`config.mk`:
```
export PLATFORM = sky130hd
export DESIGN_NAME = vend_txn_controller
export DESIGN_NICKNAME = d
export VERILOG_FILES = /design/src/rtl/vend_pkg.sv /design/src/rtl/vend_stock_bank.sv /design/src/rtl/vend_txn_controller.sv
export SDC_FILE = /design/constraint.sdc
export NUM_CORES = 1
export LEC_CHECK = 0
export BUFFER_PORTS_ARGS = -buffer_cell sky130_fd_sc_hd__buf_2
export CAP_MARGIN = 5
export CELL_PAD_IN_SITES_DETAIL_PLACEMENT = 0
export CELL_PAD_IN_SITES_GLOBAL_PLACEMENT = 1
export CORE_ASPECT_RATIO = 1.5
export CORE_MARGIN = 2
export CORE_UTILIZATION = 46
export CTS_CLUSTER_SIZE = 28
export DETAILED_ROUTE_END_ITERATION = 7
export GPL_ROUTABILITY_DRIVEN = 0
export PLACE_DENSITY = 0.79
export SKIP_CTS_REPAIR_TIMING = 1
export SLEW_MARGIN = 10
export SYNTH_ARGS = -nofsm -noshare
export SYNTH_HDL_FRONTEND = slang
export SYNTH_SLANG_ARGS = --single-unit
export TNS_END_PERCENT = 20
```
`constraint.sdc`:
```
create_clock -name clock -period 3.3 [get_ports clock]
set_input_delay 0.66 -clock clock [delete_from_list [all_inputs] [get_ports clock]]
set_output_delay 0.66 -clock clock [all_outputs]
set_load 0.02 [all_outputs]
```
`src/rtl/vend_pkg.sv`:
```
// Shared types, constants and price lookup for the vending transaction controller.
package vend_pkg;

  localparam int COIN_UNIT = 5;
  localparam int CREDIT_W  = 6;

  localparam logic [1:0] ITEM_A = 2'd0;
  localparam logic [1:0] ITEM_B = 2'd1;
  localparam logic [1:0] ITEM_C = 2'd2;
  localparam logic [1:0] ITEM_D = 2'd3;

  typedef enum logic [2:0] {
    ST_IDLE,
    ST_COLLECT,
    ST_DISPENSE,
    ST_CHANGE,
    ST_REFUND
  } vend_state_t;

  // Prices arrive as arguments because they are parameters of the instantiating module.
  function automatic logic [CREDIT_W-1:0] price_of(input logic [1:0] item,
                                                   input int pa, input int pb,
                                                   input int pc, input int pd);
    logic [CREDIT_W-1:0] p;
    case (item)
      ITEM_A:  p = CREDIT_W'(pa);
      ITEM_B:  p = CREDIT_W'(pb);
      ITEM_C:  p = CREDIT_W'(pc);
      default: p = CREDIT_W'(pd);
    endcase
    return p;
  endfunction

endpackage

```
`src/rtl/vend_stock_bank.sv`:
```
// Four per-item stock counters: restock load, decrement on vend, floor at zero.
module vend_stock_bank #(
  parameter int STOCK_W = 4
) (
  input  logic               clock,
  input  logic               reset,
  input  logic               restock,
  input  logic [1:0]         restock_item,
  input  logic [STOCK_W-1:0] restock_count,
  input  logic               dec,
  input  logic [1:0]         dec_item,
  output logic [3:0]         stock_empty
);

  logic [STOCK_W-1:0] r_stock [4];

  // Counter update; a restock of the same item overrides a simultaneous decrement.
  always_ff @(posedge clock or posedge reset) begin
    if (reset) begin
      for (int unsigned i = 0; i < 4; i++) r_stock[i] <= '0;
    end else begin
      for (int unsigned i = 0; i < 4; i++) begin
        if (restock && (restock_item == 2'(i)))
          r_stock[i] <= restock_count;
        else if (dec && (dec_item == 2'(i)) && (r_stock[i] != '0))
          r_stock[i] <= r_stock[i] - STOCK_W'(1);
      end
    end
  end

  // Empty flags straight from the counters.
  always_comb begin
    stock_empty = '0;
    for (int unsigned i = 0; i < 4; i++) stock_empty[i] = (r_stock[i] == '0);
  end

endmodule

```
`src/rtl/vend_txn_controller.sv`:
```
// Single-transaction vending sequencer with shared credit accumulator,
// cancel/timeout refund, change return and per-item stock.
module vend_txn_controller
  import vend_pkg::*;
#(
  parameter int PRICE_A     = 15,
  parameter int PRICE_B     = 20,
  parameter int PRICE_C     = 25,
  parameter int PRICE_D     = 30,
  parameter int STOCK_W     = 4,
  parameter int TIMEOUT_CYC = 1000
) (
  input  logic               clock,
  input  logic               reset,
  input  logic [1:0]         sel,
  input  logic               sel_valid,
  input  logic               coin5,
  input  logic               coin10,
  input  logic               cancel,
  input  logic               dispense_ack,
  input  logic               restock,
  input  logic [1:0]         restock_item,
  input  logic [STOCK_W-1:0] restock_count,
  output logic               busy,
  output logic               sel_reject,
  output logic               dispense_req,
  output logic [1:0]         dispense_item,
  output logic               change5,
  output logic [5:0]         credit,
  output logic [3:0]         stock_empty,
  output logic               done
);

  localparam int TMO_W = $clog2(TIMEOUT_CYC) + 1;
  localparam logic [TMO_W-1:0]    TMO_LAST = TMO_W'(TIMEOUT_CYC - 1);
  localparam logic [CREDIT_W-1:0] UNIT     = CREDIT_W'(COIN_UNIT);

  vend_state_t         r_state, w_state_n;
  logic [CREDIT_W-1:0] r_credit, w_credit_n;
  logic [CREDIT_W-1:0] r_price, w_price_n;
  logic [1:0]          r_item, w_item_n;
  logic [TMO_W-1:0]    r_tmo, w_tmo_n;
  logic                r_done, w_done_n;
  logic                w_dec;
  logic                w_coin;
  logic [CREDIT_W-1:0] w_coin_add, w_credit_sum, w_sel_price;
  logic [3:0]          w_empty;

  vend_stock_bank #(.STOCK_W(STOCK_W)) u_stock (
    .clock         (clock),
    .reset         (reset),
    .restock       (restock),
    .restock_item  (restock_item),
    .restock_count (restock_count),
    .dec           (w_dec),
    .dec_item      (r_item),
    .stock_empty   (w_empty)
  );

  // Coin value this cycle and the credit it would produce.
  always_comb begin
    w_coin       = coin5 | coin10;
    w_coin_add   = (coin5 ? UNIT : '0) + (coin10 ? (UNIT + UNIT) : '0);
    w_credit_sum = r_credit + w_coin_add;
    w_sel_price  = price_of(sel, PRICE_A, PRICE_B, PRICE_C, PRICE_D);
  end

  // Next-state and datapath control.
  always_comb begin
    w_state_n  = r_state;
    w_credit_n = r_credit;
    w_price_n  = r_price;
    w_item_n   = r_item;
    w_tmo_n    = r_tmo;
    w_done_n   = 1'b0;
    w_dec      = 1'b0;
    sel_reject = 1'b0;
    case (r_state)
      ST_IDLE: begin
        w_credit_n = '0;
        w_tmo_n    = '0;
        if (sel_valid) begin
          if (w_empty[sel]) begin
            sel_reject = 1'b1;
          end else begin
            w_item_n  = sel;
            w_price_n = w_sel_price;
            w_state_n = ST_COLLECT;
          end
        end
      end
      ST_COLLECT: begin
        w_credit_n = w_credit_sum;
        w_tmo_n    = w_coin ? '0 : r_tmo + TMO_W'(1);
        // A coin restarts the idle window, so it also suppresses a timeout this cycle.
        if (cancel || (!w_coin && (r_tmo == TMO_LAST)))
          w_state_n = (w_credit_sum != '0) ? ST_REFUND : ST_IDLE;
        else if (w_credit_sum >= r_price)
          w_state_n = ST_DISPENSE;
      end
      ST_DISPENSE: begin
        if (dispense_ack) begin
          w_dec      = 1'b1;
          w_credit_n = r_credit - r_price;
          if (r_credit == r_price) begin
            w_done_n  = 1'b1;
            w_state_n = ST_IDLE;
          end else begin
            w_state_n = ST_CHANGE;
          end
        end
      end
      ST_CHANGE, ST_REFUND: begin
        w_credit_n = r_credit - UNIT;
        if (r_credit == UNIT) begin
          w_done_n  = 1'b1;
          w_state_n = ST_IDLE;
        end
      end
      default: begin
        w_state_n  = ST_IDLE;
        w_credit_n = '0;
      end
    endcase
  end

  // State and datapath registers.
  always_ff @(posedge clock or posedge reset) begin
    if (reset) begin
      r_state  <= ST_IDLE;
      r_credit <= '0;
      r_price  <= '0;
      r_item   <= '0;
      r_tmo    <= '0;
      r_done   <= 1'b0;
    end else begin
      r_state  <= w_state_n;
      r_credit <= w_credit_n;
      r_price  <= w_price_n;
      r_item   <= w_item_n;
      r_tmo    <= w_tmo_n;
      r_done   <= w_done_n;
    end
  end

  // Output decode from state.
  always_comb begin
    busy          = (r_state != ST_IDLE);
    dispense_req  = (r_state == ST_DISPENSE);
    change5       = (r_state == ST_CHANGE) || (r_state == ST_REFUND);
    credit        = r_credit;
    dispense_item = r_item;
    stock_empty   = w_empty;
    done          = r_done;
  end

endmodule

```
After elaboration in Yosys (flattened, before gate mapping)
Cells that the tools add are included.
{ "word_totals": {"regBits": 45, "input_bits": 16, "output_inout_bits": 17, "elab_cells": 116} }
{ "op_classes": {"addsub": 9, "order_cmp": 2, "n_eq_ne": 20, "mux": 35, "bitwise": 2, "reduce_logical": 38} }
{ "ops": {"columns": ["op", "count"], "rows": [
  ["4-bit 2-to-1 mux", 9],
  ["3-bit 2-to-1 mux", 8],
  ["11-bit one-hot mux with 2 select lines", 1],
  ["6-bit one-hot mux with 3 select lines", 1],
  ["4-bit zero test", 4],
  ["4-bit nonzero test", 4],
  ["4-bit by 1-bit subtractor with 4-bit output (second input constant)", 4],
  ["5-bit one-hot mux with 3 select lines", 1],
  ["1-bit logical AND", 13],
  ["3-bit one-hot mux with 4 select lines", 1],
  ["11-bit by 1-bit adder with 11-bit output (second input constant)", 1],
  ["11-bit by 10-bit == test with 1-bit output (second input constant)", 1],
  ["11-bit 2-to-1 mux", 1],
  ["2-bit == test (second input constant)", 5],
  ["2-bit nonzero test", 5],
  ["1-bit 2-to-1 mux", 9],
  ["2-bit inequality test (second input constant)", 4],
  ["6-bit by 5-bit adder with 6-bit output", 1],
  ["2-bit by 1-bit == test with 1-bit output (second input constant)", 3],
  ["3-bit by 2-bit == test with 1-bit output (second input constant)", 2],
  ["6-bit by 3-bit == test with 1-bit output (second input constant)", 1],
  ["6-bit == test", 1],
  ["6-bit >= comparator", 1],
  ["2-bit zero test", 3],
  ["other kinds (21)", 22]
]} }

Depth between registers and ports, before layout
Gate-level depths: netlist of run 1.
{ "logic_depth": {"ltp_word": 7, "ltp_mapped": 10, "mapped_depth_nobuf": 10} }

Cells and area by module
From an unflattened synthesis of run 1, not the netlist that was laid out.
{ "hier_totals": {"hier_cells": 360, "hier_area_um2": 3106.7} }
{ "by_module_without_submodules": {"columns": ["module", "instances", "cells_each", "area_per_inst_um2", "seq_area_each_um2"], "rows": [
  ["vend_txn_controller", 1, 248, 2102.0, 700.7],
  ["vend_stock_bank", 1, 112, 1004.7, 400.4]
]} }

Least setup slack after synthesis of run 1
Ideal clock, no wire load.
{ "synth_path": {"path_type": "input port to flip-flop", "startpoint": "in coin5", "endpoint": "reg r_state[1]", "setup_time_ps": 128, "t_arrival_ps": 2806, "required_ps": 3172, "path_slack_ps": 366, "path_stages": 10, "n_path_buf": 0, "path_cell_list": "ha_1 > fa_1 > xor2_1 > ha_1 > o21ai_1 > a21oi_1 > or3_1 > a211oi_1 > a211oi_2 > mux2_1"} }
{ "synth_between": {"elab_chain_len": 6, "elab_cells_between_ends": 12, "cone_classes": "2 x add/sub; 1 x order compare; 1 x eq/ne; 3 x mux; 1 x bitwise; 4 x reduce/logical"} }
{ "synth_rtl": {"columns": ["element", "line", "text"], "rows": [
  ["start: declaration", "vend_txn_controller.sv:17", "input logic coin5,"],
  ["3-bit 2-to-1 mux / 1-bit bitwise OR (equally long branches)", "vend_txn_controller.sv:63, vend_txn_controller.sv:62", null],
  ["3-bit by 4-bit adder with 5-bit output / 1-bit zero test (equally long branches)", "vend_txn_controller.sv:63, vend_txn_controller.sv:96", null],
  ["6-bit by 5-bit adder with 6-bit output / 1-bit logical AND (equally long branches)", "vend_txn_controller.sv:64, vend_txn_controller.sv:96", null],
  ["6-bit >= comparator / 1-bit logical OR (equally long branches)", "vend_txn_controller.sv:98, vend_txn_controller.sv:96", null],
  ["3-bit inequality test (no source line) / 3-bit 2-to-1 mux (equally long branches)", null, null],
  ["5-bit AND reduction (no source line) / 3-bit one-hot mux with 4 select lines (equally long branches)", null, null],
  ["end signal: assignment", "vend_txn_controller.sv:137", "r_state <= w_state_n;"],
  ["end: declaration", "vend_txn_controller.sv:38", "vend_state_t r_state, w_state_n;"]
]} }
Several ways; a longest one is shown, not always the timed one.
A chain may end at the register's enable or synchronous reset.

Worst setup path after layout of run 1
{ "layout_path": {"startpoint": "reg r_credit[0], in the netlist credit[0]", "endpoint": "reg r_state[1]"} }
{ "layout_between": {"elab_chain_len": 4, "elab_cells_between_ends": 10, "cone_classes": "1 x add/sub; 1 x order compare; 4 x eq/ne; 3 x mux; 1 x reduce/logical"} }
{ "layout_rtl": {"columns": ["element", "line", "text"], "rows": [
  ["start: declaration", "vend_txn_controller.sv:39", "logic [CREDIT_W-1:0] r_credit, w_credit_n;"],
  ["start signal: assignment", "vend_txn_controller.sv:138", "r_credit <= w_credit_n;"],
  ["6-bit by 5-bit adder with 6-bit output / 6-bit == test (equally long branches)", "vend_txn_controller.sv:64, vend_txn_controller.sv:105", null],
  ["6-bit >= comparator / 2-bit 2-to-1 mux (equally long branches)", "vend_txn_controller.sv:98, vend_txn_controller.sv:105", null],
  ["3-bit inequality test (no source line) / 3-bit 2-to-1 mux (equally long branches)", null, null],
  ["5-bit AND reduction (no source line) / 3-bit one-hot mux with 4 select lines (equally long branches)", null, null]
]} }
Several ways; a longest one is shown, not always the timed one. The select of a mux whose other input is x is not followed.

==> results.toml, run 1 <==
[status]
result_of_the_run = "complete, no violations"

[floorplan]
floorplan.die.width_um = 71.91
die_area_sq_um = 7612
placeableCoreArea_sq_um = 6759
start_util_pct = 47.08
die_height_um = 105.9
core.rowCount = 37
floorplan.io_pins = 33

[placed_design]
dpl.cell_count = 457
placedInstanceArea_sq_um = 3417
count_of_input_and_output_buffers = 32
place_hpwl_mm = 5.842

[pwr]
design_power_total_mw = 2.752
power.static_leakage_nw = 1.648
power_per_cell_area_nw_per_um2 = 784.1
max-vdd-ir-drop_mv = 0.4284

[sta]
tightest_slew_ns = 0.9445
final.setup_skew_ns = 0.003754
final_max_slew_viol_count = 0
hold_violations = 0
finalSetupTns_ns = 0
finalSetupViolations = 0
worst_slew_margin_rel_pct = 36.94
maxClockFrequency_ghz = 0.3460
rsz0062_at_grt = "false"
timing.final.crit_share_pct = 87.59
period_needed_ns = 2.890

[clock_tree]
clk_pin_slew_worst_paths_ns = 0.08
cell_at_the_root_of_the_clock_tree = "sky130_fd_sc_hd__clkbuf_8"
h-tree-depth = 2
cts_buffers = 5
cts_tree = "yes"
clk-insertion-delay-late_ns = 0.30
clockBufferDepth = 2
clock_sinks = 44

[route]
drtPass1Iterations = 6
detail_route.wl_per_cell_um = 16.11
viasPerCell = 5.518
num_vias = 2566
routed_wirelength_mm = 7.493
remaining_drc_errors = 0
drtIter0Drc = 129
antenna_left = 0

[layout]
synthToLayoutAreaGrowth_pct = 10.30
layout.core_utilization_pct = 51.93
share_of_post_route_cells_with_drive_strength_above_1_pct = 16.54
antenna_cells = 0
layout.nets = 430
fin_cells = 465
design_area_sq_um = 3510
num-fill-cells = 657

[logic_synthesis]
yosys_most_used_dff = "sky130_fd_sc_hd__dfrtp_1"
syn-instance-count = 353
yosysTopAreaCellShare_pct = 34.60
syn_area_per_cell_sq_um = 9.014
post-synth-top-area-cell = "sky130_fd_sc_hd__dfrtp_1"
synth_edf_count = 0
async_flop_share_pct = 100.0
ys.warnings.count = 0
yosysSeqAreaShare_pct = 34.60
yosys_register_bits = 44
synth.lib_cells_used.distinct = 55
post_synth_instance_area_sq_um = 3182
synth_fp_nets = 397
synth_top_cells_by_area = "sky130_fd_sc_hd__dfrtp_1, sky130_fd_sc_hd__ha_1, sky130_fd_sc_hd__nand2_1, sky130_fd_sc_hd__a21oi_1, sky130_fd_sc_hd__nor2_1"

[grt]
grt_antenna_before_repair = 0
first_global_vias = 2525
largest_net_degree_at_the_start_of_global_routing = 45
total_routing_usage_gr_pct = 21.22
grt_pass1_wl_mm = 12.39
grt_remaining_overflow = 0

[worst_setup_path]
worst_ep_required_time_ns = 3.49
worst-r2r-cell-count = 10
endpoint_kind = "flip-flop"
critical_path.max_fanout = 7
worst_ep_arrival_time_ns = 3.08
reg2reg_slack_ns = 0.41
r2r-start = "credit[0]"
worst_r2r_endpoint = "r_state[1]"
crit_type = "reg2reg"
setup.worst_path.start_class = "flip-flop"

[min_path]
hold_depth = 1
hp-start = "r_tmo[10]"
holdCritPathClass = "reg2reg"
hold_end = "r_tmo[10]"

[flow_run]
max_cap_viol_count = 0
==> flip-flops by register name, summed over array words and instances, names as in the netlist <==
name             flops
done                 1
dispense_item        2
r_tmo               11
u_stock.r_stock     16
r_price              5
credit               6
r_state              3
==> cell families after synthesis <==
kind of cell	synth area share [%]
adders and majority gates	11.48
and+or+nand+nor	21.67
buffers and inverters	4.719
muxes	4.050
DFF	34.60
xor gates and xnor gates	6.056
AOI/OAI and AO/OA	17.42
==> worst max-delay path, stage by stage (launching register included) <==
cell	delay (ns)
sky130_fd_sc_hd__dfrtp_1	0.46
sky130_fd_sc_hd__ha_1	0.25
sky130_fd_sc_hd__fa_1	0.41
sky130_fd_sc_hd__xor2_1	0.23
sky130_fd_sc_hd__ha_1	0.26
sky130_fd_sc_hd__o21ai_1	0.09
sky130_fd_sc_hd__a21oi_1	0.05
sky130_fd_sc_hd__or3_1	0.31
sky130_fd_sc_hd__a211oi_1	0.25
sky130_fd_sc_hd__a211oi_2	0.13
sky130_fd_sc_hd__mux2_1	0.33
==> synthesized netlist by cell type (all sizes together), types with 2 or more instances <==
cell     n
a31oi    4
nor4     3
o221ai   2
nand3b   3
mux2i    5
mux2     7
nor3     5
a211oi   2
o21ai   31
buf      5
or3      2
nor2    32
nand3   11
o211ai   2
nor4b    2
a22o     6
o31ai    2
inv     26
o22ai    4
xor2     9
a21o     3
nand2b   2
and3     6
nor3b    7
ha      26
a21oi   26
clkbuf   5
dfrtp   44
a22oi    2
xnor2   13
and4b    2
fa       2
nand2   41
==> layout make-up <==
cell class / instances / area [sq um] / area share, %
tap: 78 / 97.59 / 2.781
sequential: 44 / 1101 / 31.37
clock buffer: 6 / 82.58 / 2.353
timing repair buffer: 36 / 190.2 / 5.419
inverter: 26 / 97.59 / 2.781
multi-input combinational: 273 / 1931 / 55.01
clock inverter: 2 / 10.01 / 0.2852
==> placed cells by master, fill, tap and decap left out, types with 6 or more instances in the layout <==
cell,netlist,final
sky130_fd_sc_hd__xnor2_1,13,13
sky130_fd_sc_hd__nor2_1,32,32
sky130_fd_sc_hd__inv_1,25,24
sky130_fd_sc_hd__o21ai_0,18,18
sky130_fd_sc_hd__and3_1,6,6
sky130_fd_sc_hd__ha_1,26,26
sky130_fd_sc_hd__a21oi_1,26,26
sky130_fd_sc_hd__clkbuf_8,0,6
sky130_fd_sc_hd__a22o_1,6,6
sky130_fd_sc_hd__buf_2,3,32
sky130_fd_sc_hd__nand3_1,11,11
sky130_fd_sc_hd__dfrtp_1,44,44
sky130_fd_sc_hd__xor2_1,9,9
sky130_fd_sc_hd__o21ai_1,13,13
sky130_fd_sc_hd__nand2_1,40,40
==> stage by stage <==
stage	setup WS, ns	hold WS, ns
2_1_floorplan	0.3660	0.4379
6_report	0.4095	0.4803
5_1_grt	0.1763	0.5107
3_5_place_dp	0.1182	0.4632
3_3_place_gp	0.1736	0.4660
4_1_cts	0.4064	0.4824
==> worst max-delay path by stage <==
stage / start / to / slack, ns / cells after the start
floorplan: coin5 / r_state[1] / 0.37 / 10
global placement: coin5 / r_state[1] / 0.17 / 11
detailed placement: coin5 / r_state[1] / 0.12 / 11
CTS: credit[0] / r_state[1] / 0.41 / 10
global route: credit[1] / r_state[1] / 0.18 / 10
finish: credit[0] / r_state[1] / 0.41 / 10
==> metal layers <==
layer | GRT usage [%] | routed length [um]
met5 | 0 | 0
met4 | 9.838 | 257
met3 | 3.250 | 201
met2 | 37.17 | 4004
met1 | 24.88 | 3029
==> where the power goes <==
group | total (mW) | leakage [nW] | switching, mW | internal, mW
clock network | 0.353 | 0.0510 | 0.186 | 0.167
logic | 1.49 | 1.04 | 0.853 | 0.632
registers | 0.913 | 0.553 | 0.226 | 0.688
total | 2.75 | 1.65 | 1.27 | 1.49
No activity file was read; power rests on OpenSTA's default activity.
==> inputs of run 2 (changes only) <==
Settings changed: PLACE_DENSITY 0.79 to 0.8.
==> run 2 against run 1 <==
Hold slack barely moved. Clock-buffer cell count is 1 lower. Fmax up 0.43%. Largest cell class unchanged. Utilization shrank 0.35 points. Non-clock buffer count is the same. Critical endpoint unchanged. Clock power shrank 14%. Largest power group unchanged. Flip-flop and latch count unchanged. Register-to-register slack gained 0.02 ns. First-iteration DRC count is 21% lower. Worst setup slack better by 0.012 ns.
==> results.toml, run 2 (synthesized netlist as in run 1, its figures left out) <==
[sta]
finalSetupTns_ns = 0
final.setup_skew_ns = 0.01390
fin_worst_hold_slack_ns = 0.4799
hold_violations = 0
timing.final.crit_share_pct = 87.21
rsz0062_at_grt = "false"
layout_setup_ws_ns = 0.4219
final_max_slew_viol_count = 0
maxClockFrequency_ghz = 0.3475
worst_slew_margin_rel_pct = 36.86
period_needed_ns = 2.878
finalSetupViolations = 0
tightest_slew_ns = 0.9457

[layout]
layout.nets = 430
share_of_post_route_cells_with_drive_strength_above_1_pct = 15.89
synthToLayoutAreaGrowth_pct = 9.556
fin_cells = 462
num-fill-cells = 679
multi_input_comb_area_sq_um = 1931
layout.area.seq_sq_um = 1101
antenna_cells = 0
largest_reg_flops = 16
design_area_sq_um = 3486
final_common_cell = "sky130_fd_sc_hd__dfrtp_1"
regMostFlops = "u_stock.r_stock"
final_cell_mix = "sky130_fd_sc_hd__dfrtp_1, sky130_fd_sc_hd__nand2_1, sky130_fd_sc_hd__nor2_1, sky130_fd_sc_hd__buf_2"

[clock_tree]
cts_tree = "yes"
clk_pin_slew_worst_paths_ns = 0.08
clock_sinks = 44
clk-insertion-delay-late_ns = 0.30
h-tree-depth = 2
cts_buffers = 5
cell_at_the_root_of_the_clock_tree = "sky130_fd_sc_hd__clkbuf_8"
clockBufferDepth = 2

[worst_setup_path]
cpPeakStageDelay_ns = 0.40
worst-r2r-cell-count = 10
setup.worst_path.start_class = "input port"
crit_path_most_repeated_cell = "sky130_fd_sc_hd__ha_1"
reg2reg_slack_ns = 0.43
cp_cell_sequence = "buf_2 > ha_1 > fa_1 > a21o_1 > a21oi_1 > xnor2_1 > ha_1 > o21a_1 > a211oi_1 > a211oi_2 > mux2_1"
worst_ep_arrival_time_ns = 3.05
timing.critical_path.buf_inv = 1
endpoint_kind = "flip-flop"
critical_path.max_fanout = 3
worst_ep_required_time_ns = 3.47
worst_path_dominant_cell_family = "adder cells"
cp_num_cells = 11
crit_type = "in2reg"
crit_path_top_delay_cell = "sky130_fd_sc_hd__fa_1"

[flow_run]
max_cap_viol_count = 0

[route]
antenna_left = 0
num_vias = 2630
viasPerCell = 5.693
drtPass1Iterations = 4
detail_route.wl_per_cell_um = 16.04
remaining_drc_errors = 0
routed_wirelength_mm = 7.409
drtIter0Drc = 102

[floorplan]
start_util_pct = 47.08
placeableCoreArea_sq_um = 6759
core.rowCount = 37
floorplan.io_pins = 33
die_height_um = 105.9
floorplan.die.width_um = 71.91
die_area_sq_um = 7612

[placed_design]
count_of_input_and_output_buffers = 32
placedInstanceArea_sq_um = 3417
dpl.cell_count = 457
pre_cts_ws_ns = 0.1274
place_hpwl_mm = 5.796

[grt]
grt_remaining_overflow = 0
grt_antenna_before_repair = 0
grt_pass1_wl_mm = 12.56
total_routing_usage_gr_pct = 21.15
largest_net_degree_at_the_start_of_global_routing = 45
first_global_vias = 2684

[pwr]
power_report.internal_total_mw = 1.459
power_frac_seq_pct = 33.8
switching_fraction_pct = 45.85
max-vdd-ir-drop_mv = 0.2988
p_switching_mw = 1.235
power_frac_comb_pct = 54.8
power.share.clock_pct = 11.3
power.static_leakage_nw = 1.633
power_per_cell_area_nw_per_um2 = 772.7

[min_path]
hold_depth = 1
holdCritPathClass = "reg2reg"

[status]
result_of_the_run = "complete, no violations"
-- run 2: cell types whose count changed in the layout (fill, tap and decap cells not counted) --
cell	before	now
sky130_fd_sc_hd__clkbuf_8	6	5
sky130_fd_sc_hd__clkinv_2	2	0
-- run 2: final cells by class --
type	count	area share, %
Clock buffer	5	1.974
Inverter	26	2.800
Multi-Input combinational cell	273	55.38
Sequential cell	44	31.59
Tap cell	78	2.800
Timing Repair Buffer	36	5.456
-- run 2: stage by stage --
stage / utilization, % / power, mW
4_1_cts: 51.57 / 2.723
2_1_floorplan: - / 2.010
5_1_grt: 51.57 / 2.954
3_3_place_gp: 50.56 / 2.372
6_report: 51.57 / 2.694
3_5_place_dp: 50.56 / 2.402
-- run 2: power groups by stage --
| stage | combinational, mW | clock [mW] | sequential [mW] |
|---|---|---|---|
| after floorplan | 1.14 | 0 | 0.874 |
| after global placement | 1.45 | 0 | 0.918 |
| after detailed placement | 1.48 | 0 | 0.926 |
| after CTS | 1.49 | 0.320 | 0.914 |
| after global routing | 1.67 | 0.338 | 0.944 |
| final | 1.48 | 0.305 | 0.911 |
-- run 2: path summary, 6_finish.rpt --
check,startpoint,to
hold / removal,r_tmo[10],r_tmo[10]
min in group asynchronous,reset,r_tmo[8]
hold reg to reg,r_tmo[10],r_tmo[10]
setup / recovery,coin5,r_state[1]
max in group asynchronous,reset,r_price[2]
setup reg to reg,credit[1],r_state[1]
-- run 2: per-layer routing --
layer	wire length (um)	track usage (%)
met1	2874	23.25
met2	3879	37.70
met3	255	3.155
met4	399	11.99
met5	0	0
